$ cat config.mk
export PLATFORM = sky130hd
export DESIGN_NAME = tff_count_sequencer
export DESIGN_NICKNAME = d
export VERILOG_FILES = /design/src/rtl/tff_count_sequencer.sv
export SDC_FILE = /design/constraint.sdc
export NUM_CORES = 1
export LEC_CHECK = 0
export ABC_AREA = 1
export BUFFER_PORTS_ARGS = -buffer_cell sky130_fd_sc_hd__buf_2
export CORE_ASPECT_RATIO = 1.5
export CORE_MARGIN = 2
export CORE_UTILIZATION = 45
export DETAILED_ROUTE_END_ITERATION = 10
export GPL_TIMING_DRIVEN = 0
export PLACE_DENSITY = 0.7
export SYNTH_ARGS = -nofsm -noshare
export SYNTH_HDL_FRONTEND = slang
export SYNTH_SLANG_ARGS = --single-unit
$ cat constraint.sdc
create_clock -name clk -period 4 [get_ports clk]
set_input_delay 0.4 -clock clk [delete_from_list [all_inputs] [get_ports clk]]
set_output_delay 0.4 -clock clk [all_outputs]
set_load 0.05 [all_outputs]
$ cat src/rtl/tff_count_sequencer.sv
// Programmable modulo-N up/down counter built on a T-flip-flop bank, with a start/pause/resume/clear FSM.
// Define TFF_AUTO_RELOAD_EN for free-running wrap; leave it undefined for one-shot operation.
module tff_count_sequencer #(
  parameter int WIDTH    = 4,
  parameter int PRESCALE = 1
) (
  input  logic             clk,
  input  logic             rst_n,
  input  logic             clr,
  input  logic             start,
  input  logic             stop,
  input  logic             up_dn,
  input  logic [WIDTH-1:0] mod_val,
  output logic [WIDTH-1:0] count,
  output logic [WIDTH-1:0] t_vec,
  output logic             tc,
  output logic             busy,
  output logic             done,
  output logic [1:0]       state_dbg
);

  localparam int            PW      = $clog2(PRESCALE) + 1;
  localparam logic [PW-1:0] PS_LAST = PW'(PRESCALE - 1);

  typedef enum logic [1:0] {
    IDLE = 2'b00,
    RUN  = 2'b01,
    HOLD = 2'b10,
    DONE = 2'b11
  } state_t;

  state_t           state_q, state_d;
  logic [WIDTH-1:0] count_q, count_d;
  logic [WIDTH-1:0] mod_q, mod_d;
  logic             dir_q, dir_d;
  logic             tc_q, tc_d;
  logic [PW-1:0]    psc_q, psc_d;

  logic [WIDTH-1:0] n_last;
  logic [WIDTH-1:0] count_step;
  logic             step;
  logic             terminal;

  // N=0 makes n_last all ones, so the full 2^WIDTH range falls out of plain wrap arithmetic.
  always_comb begin
    n_last     = mod_q - WIDTH'(1);
    step       = (state_q == RUN) && !stop && !clr && (psc_q == PS_LAST);
    count_step = count_q;
    terminal   = 1'b0;
    if (dir_q) begin
      count_step = (count_q == n_last) ? '0 : count_q + WIDTH'(1);
      terminal   = step && (count_q == n_last);
    end else begin
      count_step = (count_q == '0) ? n_last : count_q - WIDTH'(1);
      terminal   = step && (count_q == '0);
    end
    t_vec = step ? (count_q ^ count_step) : '0;
  end

  always_comb begin
    state_d = state_q;
    count_d = count_q ^ t_vec;
    psc_d   = psc_q;
    mod_d   = mod_q;
    dir_d   = dir_q;
    tc_d    = terminal;
    if (clr) begin
      state_d = IDLE;
      count_d = '0;
      psc_d   = '0;
      tc_d    = 1'b0;
    end else begin
      case (state_q)
        IDLE, DONE: begin
          if (start) begin
            state_d = RUN;
            mod_d   = mod_val;
            dir_d   = up_dn;
            count_d = up_dn ? '0 : mod_val - WIDTH'(1);
            psc_d   = '0;
          end
        end
        RUN: begin
          // A pause freezes the prescaler so the step in progress resumes where it left off.
          if (stop) begin
            state_d = HOLD;
          end else if (step) begin
            psc_d = '0;
`ifndef TFF_AUTO_RELOAD_EN
            if (terminal) state_d = DONE;
`endif
          end else begin
            psc_d = psc_q + PW'(1);
          end
        end
        HOLD: begin
          if (start && !stop) state_d = RUN;
        end
        default: state_d = IDLE;
      endcase
    end
  end

  always_ff @(posedge clk or negedge rst_n) begin
    if (!rst_n) begin
      state_q <= IDLE;
      count_q <= '0;
      psc_q   <= '0;
      mod_q   <= '0;
      dir_q   <= 1'b0;
      tc_q    <= 1'b0;
    end else begin
      state_q <= state_d;
      count_q <= count_d;
      psc_q   <= psc_d;
      mod_q   <= mod_d;
      dir_q   <= dir_d;
      tc_q    <= tc_d;
    end
  end

  assign count     = count_q;
  assign tc        = tc_q;
  assign busy      = (state_q == RUN) || (state_q == HOLD);
  assign done      = (state_q == DONE);
  assign state_dbg = state_q;

endmodule

==> results by stage <==
STA:
- After routing, the total negative slack on setup checks comes to 0 ns.
- Clock skew on the completed layout was measured at 0.00995 ns.
- Setup repair after global routing left no endpoint under its margin.
- Dividing the final minimum period by the clock period gives 65.3%.
- Headroom to the max-slew limit came out at 73.4%.
- For the finished layout, the period the worst path requires is 2.61 ns.
- The final-report max-slew violation count is 0.
- Hold timing on the final database bottoms out at a slack of -0.00571 ns.
- Setup violations remaining at the end of the flow were counted as 0.
- The hold violation total from the final report came to 7.
- Timing would allow up to 383 MHz.
- At the pin with the least slew margin, the transition time is 0.395 ns.

Finish:
- The proportion of layout cells with a drive suffix above 1 is 24.2%.
- The count of filler cells inserted in the layout is 245.
- For this run, the post-layout net count is 216.
- The number of antenna diodes in the final layout is 0.
- The final core utilization is 53.5%.
- The area overhead of the layout relative to synthesis is 14.0%.

Yosys:
- The number of synthesis warnings is 0.
- Sorting the synthesized cells by area gives the leading types as sky130_fd_sc_hd__dfrtp_1 (28%), sky130_fd_sc_hd__nand2_1 (15%), sky130_fd_sc_hd__a21oi_1 (8.3%).
- The synthesized instance count is 173.
- Summed over its instances, the top area cell type makes up 28.3% of the synthesized netlist area.
- The post-synth design cell area is 1150 µm².
- The cell accounting for the most synthesized area is sky130_fd_sc_hd__dfrtp_1.
- The most common cell in the synthesized netlist is sky130_fd_sc_hd__nand2_1.
- Synthesis produced a netlist with a net count of 190.
- The sequential area share after synthesis is 28.3%.
- The number of enable flip-flop cells after synthesis is 0.
- In the synthesized netlist, the cells that appear most often are sky130_fd_sc_hd__nand2_1 (47), sky130_fd_sc_hd__inv_1 (21), sky130_fd_sc_hd__a21oi_1 (19).
- After synthesis, the share of flip-flops with an asynchronous set or reset is 100%.
- In the synthesized netlist the dominant register cell turns out to be sky130_fd_sc_hd__dfrtp_1.
- The count of distinct cell types in the synthesized netlist is 22.
- The mean instance size in the synthesized netlist is 6.65 µm².
- The post-synthesis register bit count is 13.

Clocking:
- After clock tree synthesis, the repair step resized 0 gates.
- The CTS buffer count is 3.
- In this run the number of H-tree levels came out at 1.
- Clock latency on the worst-skew pair, taken at its later pin, is 0.27 ns.
- The clock net in this run drives a total of 13 sinks.
- The number of hold buffers added after CTS was 0.
- Counting along the longest clock path gives a buffer depth of 2.
- The clock transition at the register clock pins on the worst setup and hold paths after CTS is 0.08 ns.
- Post-CTS timing repair inserted 0 buffers for setup.
- The TritonCTS clock tree is built.
- The root buffer cell is sky130_fd_sc_hd__clkbuf_4.

Route:
- Summed over all layers, the routed wires come to 2520 µm.
- The via count is 1120.
- In the routed layout, each cell is associated on average with a via count of 5.05.
- Dividing the detail-routed wire length by the instance count gives 11.4 µm.
- The total iterations of the first detailed-routing run is 4.
- For this run, design rule violations remaining after detail routing come to 0.
- The detail route stage leaves a number of antenna-violating nets equal to 0.
- The number of DRC violations after detailed-routing iteration 0 is 17.

Die:
- The die covers 2980 µm².
- The standard-cell row count is 22.
- The die boundary height is 65.9 µm.
- Pin placement for this block handled 23 I/O pins.
- The starting density of the core is 46.9%.
- The core region is 2450 µm².
- The die span in x is 45.3 µm.

GRT:
- The number of antenna violations at the first check in global routing is 0.
- Summed over all layers, the global routing overflow is 0.
- The first global-routing pass estimated 4530 µm of wire.
- Global routing consumed, over all layers together, 20.3% of the routing resources.
- The number of global-route vias before repair is 1093.
- Entering global routing, the biggest net connects 14 pins.

Critical path:
- The critical path required time is 3.60 ns.
- The kind of start point of the critical path is a flip-flop.
- STA classifies the critical path endpoint as a primary output.
- The maximum fanout along the worst path is 7.
- The worst flop-to-flop path startpoint is mod_q[0].
- In this run the worst setup path begins at count[1].
- The critical path start-end classification is flip-flop to primary output.
- The arrival time at the worst endpoint is 2.21 ns.

Placement:
- The number of port buffers is 21.
- After legalization and detailed placement, the total HPWL measured 2130 µm.
- The congestion estimate from routability-driven global placement came to 0.893.

Pwr:
- Of the total power, the clock network draws 8.9%.
- In this run the power spent charging and discharging nets is 0.496 mW.
- Internal power comes to 0.395 mW.
- The power share of the combinational group is 66.1%.
- The switching part of the total power is 55.7%.
- In this run the static leakage power is 0.733 nW.
- Dividing total power by cell area gives a power density of 680 nW/µm².
- Sequential cells burn 25.0% of the power.
- The maximum VDD drop is 337 µV.

Job:
- The max-capacitance violation count is 0.

Run status:
- The flow ran to the end, but the final reports show violations.
- The final reports fail on negative hold slack.

Worst hold path:
- The path class of the lowest-slack min-delay path is input pin to asynchronous set/reset pin.
-- worst max-delay path, stage by stage, from the launching register on --
cell and delay, ns:
sky130_fd_sc_hd__dfrtp_1 0.46, sky130_fd_sc_hd__inv_1 0.14, sky130_fd_sc_hd__ha_1 0.23, sky130_fd_sc_hd__nand3_2 0.13
sky130_fd_sc_hd__nor2_2 0.19, sky130_fd_sc_hd__nand3_1 0.10, sky130_fd_sc_hd__o21ai_1 0.08, sky130_fd_sc_hd__nor2_1 0.05
sky130_fd_sc_hd__nand2_1 0.09, sky130_fd_sc_hd__o21ai_1 0.06, sky130_fd_sc_hd__a21oi_1 0.14, sky130_fd_sc_hd__buf_2 0.28
-- final cells by class --
cell class                      instances  area (µm²)  area share (%)
Buffer                                  2        16.3            1.24
Timing Repair Buffer                   21         105            8.02
Clock buffer                            4        26.3            2.00
Multi-Input combinational cell        130         701            53.4
Inverter                               28         108            8.21
Tap cell                               24        30.0            2.29
Sequential cell                        13         325            24.8
-- metal layers --
layer,track usage (%),wire (µm),vias up
met5,0,0,-
met4,8.46,29,0
met3,1.64,77,4
met2,36.8,1400,20
met1,23.3,1020,496
li1,-,-,600
-- flip-flops by register name (all words and copies together), names as in the netlist --
name	flops
tc	1
state_dbg	2
psc_q	1
count	4
mod_q	4
dir_q	1
-- layout by cell type, fill, tap and decap left out --
master                     instances
sky130_fd_sc_hd__dfrtp_1          13
sky130_fd_sc_hd__nor2_2            2
sky130_fd_sc_hd__nand3_4           1
sky130_fd_sc_hd__inv_4             1
sky130_fd_sc_hd__nand3_2           2
sky130_fd_sc_hd__a21oi_1          19
sky130_fd_sc_hd__inv_2             6
sky130_fd_sc_hd__nor3_2            1
sky130_fd_sc_hd__inv_1            21
sky130_fd_sc_hd__buf_2            22
sky130_fd_sc_hd__or2_1             1
sky130_fd_sc_hd__xor2_1            2
sky130_fd_sc_hd__nor2_1           10
sky130_fd_sc_hd__xnor2_1           1
sky130_fd_sc_hd__clkbuf_1          1
sky130_fd_sc_hd__buf_6             1
sky130_fd_sc_hd__ha_1              7
sky130_fd_sc_hd__clkbuf_4          3
sky130_fd_sc_hd__nand3_1          17
sky130_fd_sc_hd__o21ai_1           5
sky130_fd_sc_hd__o21ai_0           6
sky130_fd_sc_hd__nor2_4            3
sky130_fd_sc_hd__nand2_2           6
sky130_fd_sc_hd__nand2_1          47
-- metrics by stage --
| stage | instances | hold WS [ns] | setup slack (ns) | cell area, µm² | power (mW) |
|---|---|---|---|---|---|
| 2_1_floorplan | 173 | 0.104 | 1.24 | 1150 | 0.698 |
| 3_3_place_gp | 218 | 0.299 | 1.66 | 1280 | 0.804 |
| 3_5_place_dp | 218 | 0.305 | 1.67 | 1280 | 0.816 |
| 4_1_cts | 222 | 0.00556 | 1.37 | 1310 | 0.898 |
| 5_1_grt | 222 | 0.0209 | 1.13 | 1310 | 0.982 |
| 6_report | 222 | -0.00571 | 1.39 | 1310 | 0.891 |
-- power groups by stage --
stage	Sequential, mW	Clock (mW)	Combinational [mW]
floorplan	0.266	0	0.432
global placement	0.221	0	0.583
detailed placement	0.224	0	0.591
CTS	0.222	0.0816	0.595
global route	0.229	0.0876	0.666
finish	0.223	0.0794	0.589
-- path summary, 6_finish.rpt --
kind | to | slack (ns) | cells past startpoint
max reg2reg | state_dbg[1] | 2.17 | 12
min | mod_q[0] | -0.006 | 1
min reg2reg | mod_q[3] | 0.56 | 2
min in group clk | mod_q[3] | 0.41 | 3
max | t_vec[3] | 1.39 | 11
max in group asynchronous | state_dbg[1] | 3.77 | 1
-- logic make-up after synthesis --
| logic type | Yosys count | synth area share, % |
|---|---|---|
| flops | 13 | 28.3 |
| buf+inv | 30 | 10.8 |
| xor+xnor | 3 | 2.29 |
| simple gates | 90 | 38.0 |
| compound gates | 30 | 13.1 |
| fa+ha+maj | 7 | 7.62 |
No activity file was read; power rests on OpenSTA's default activity.
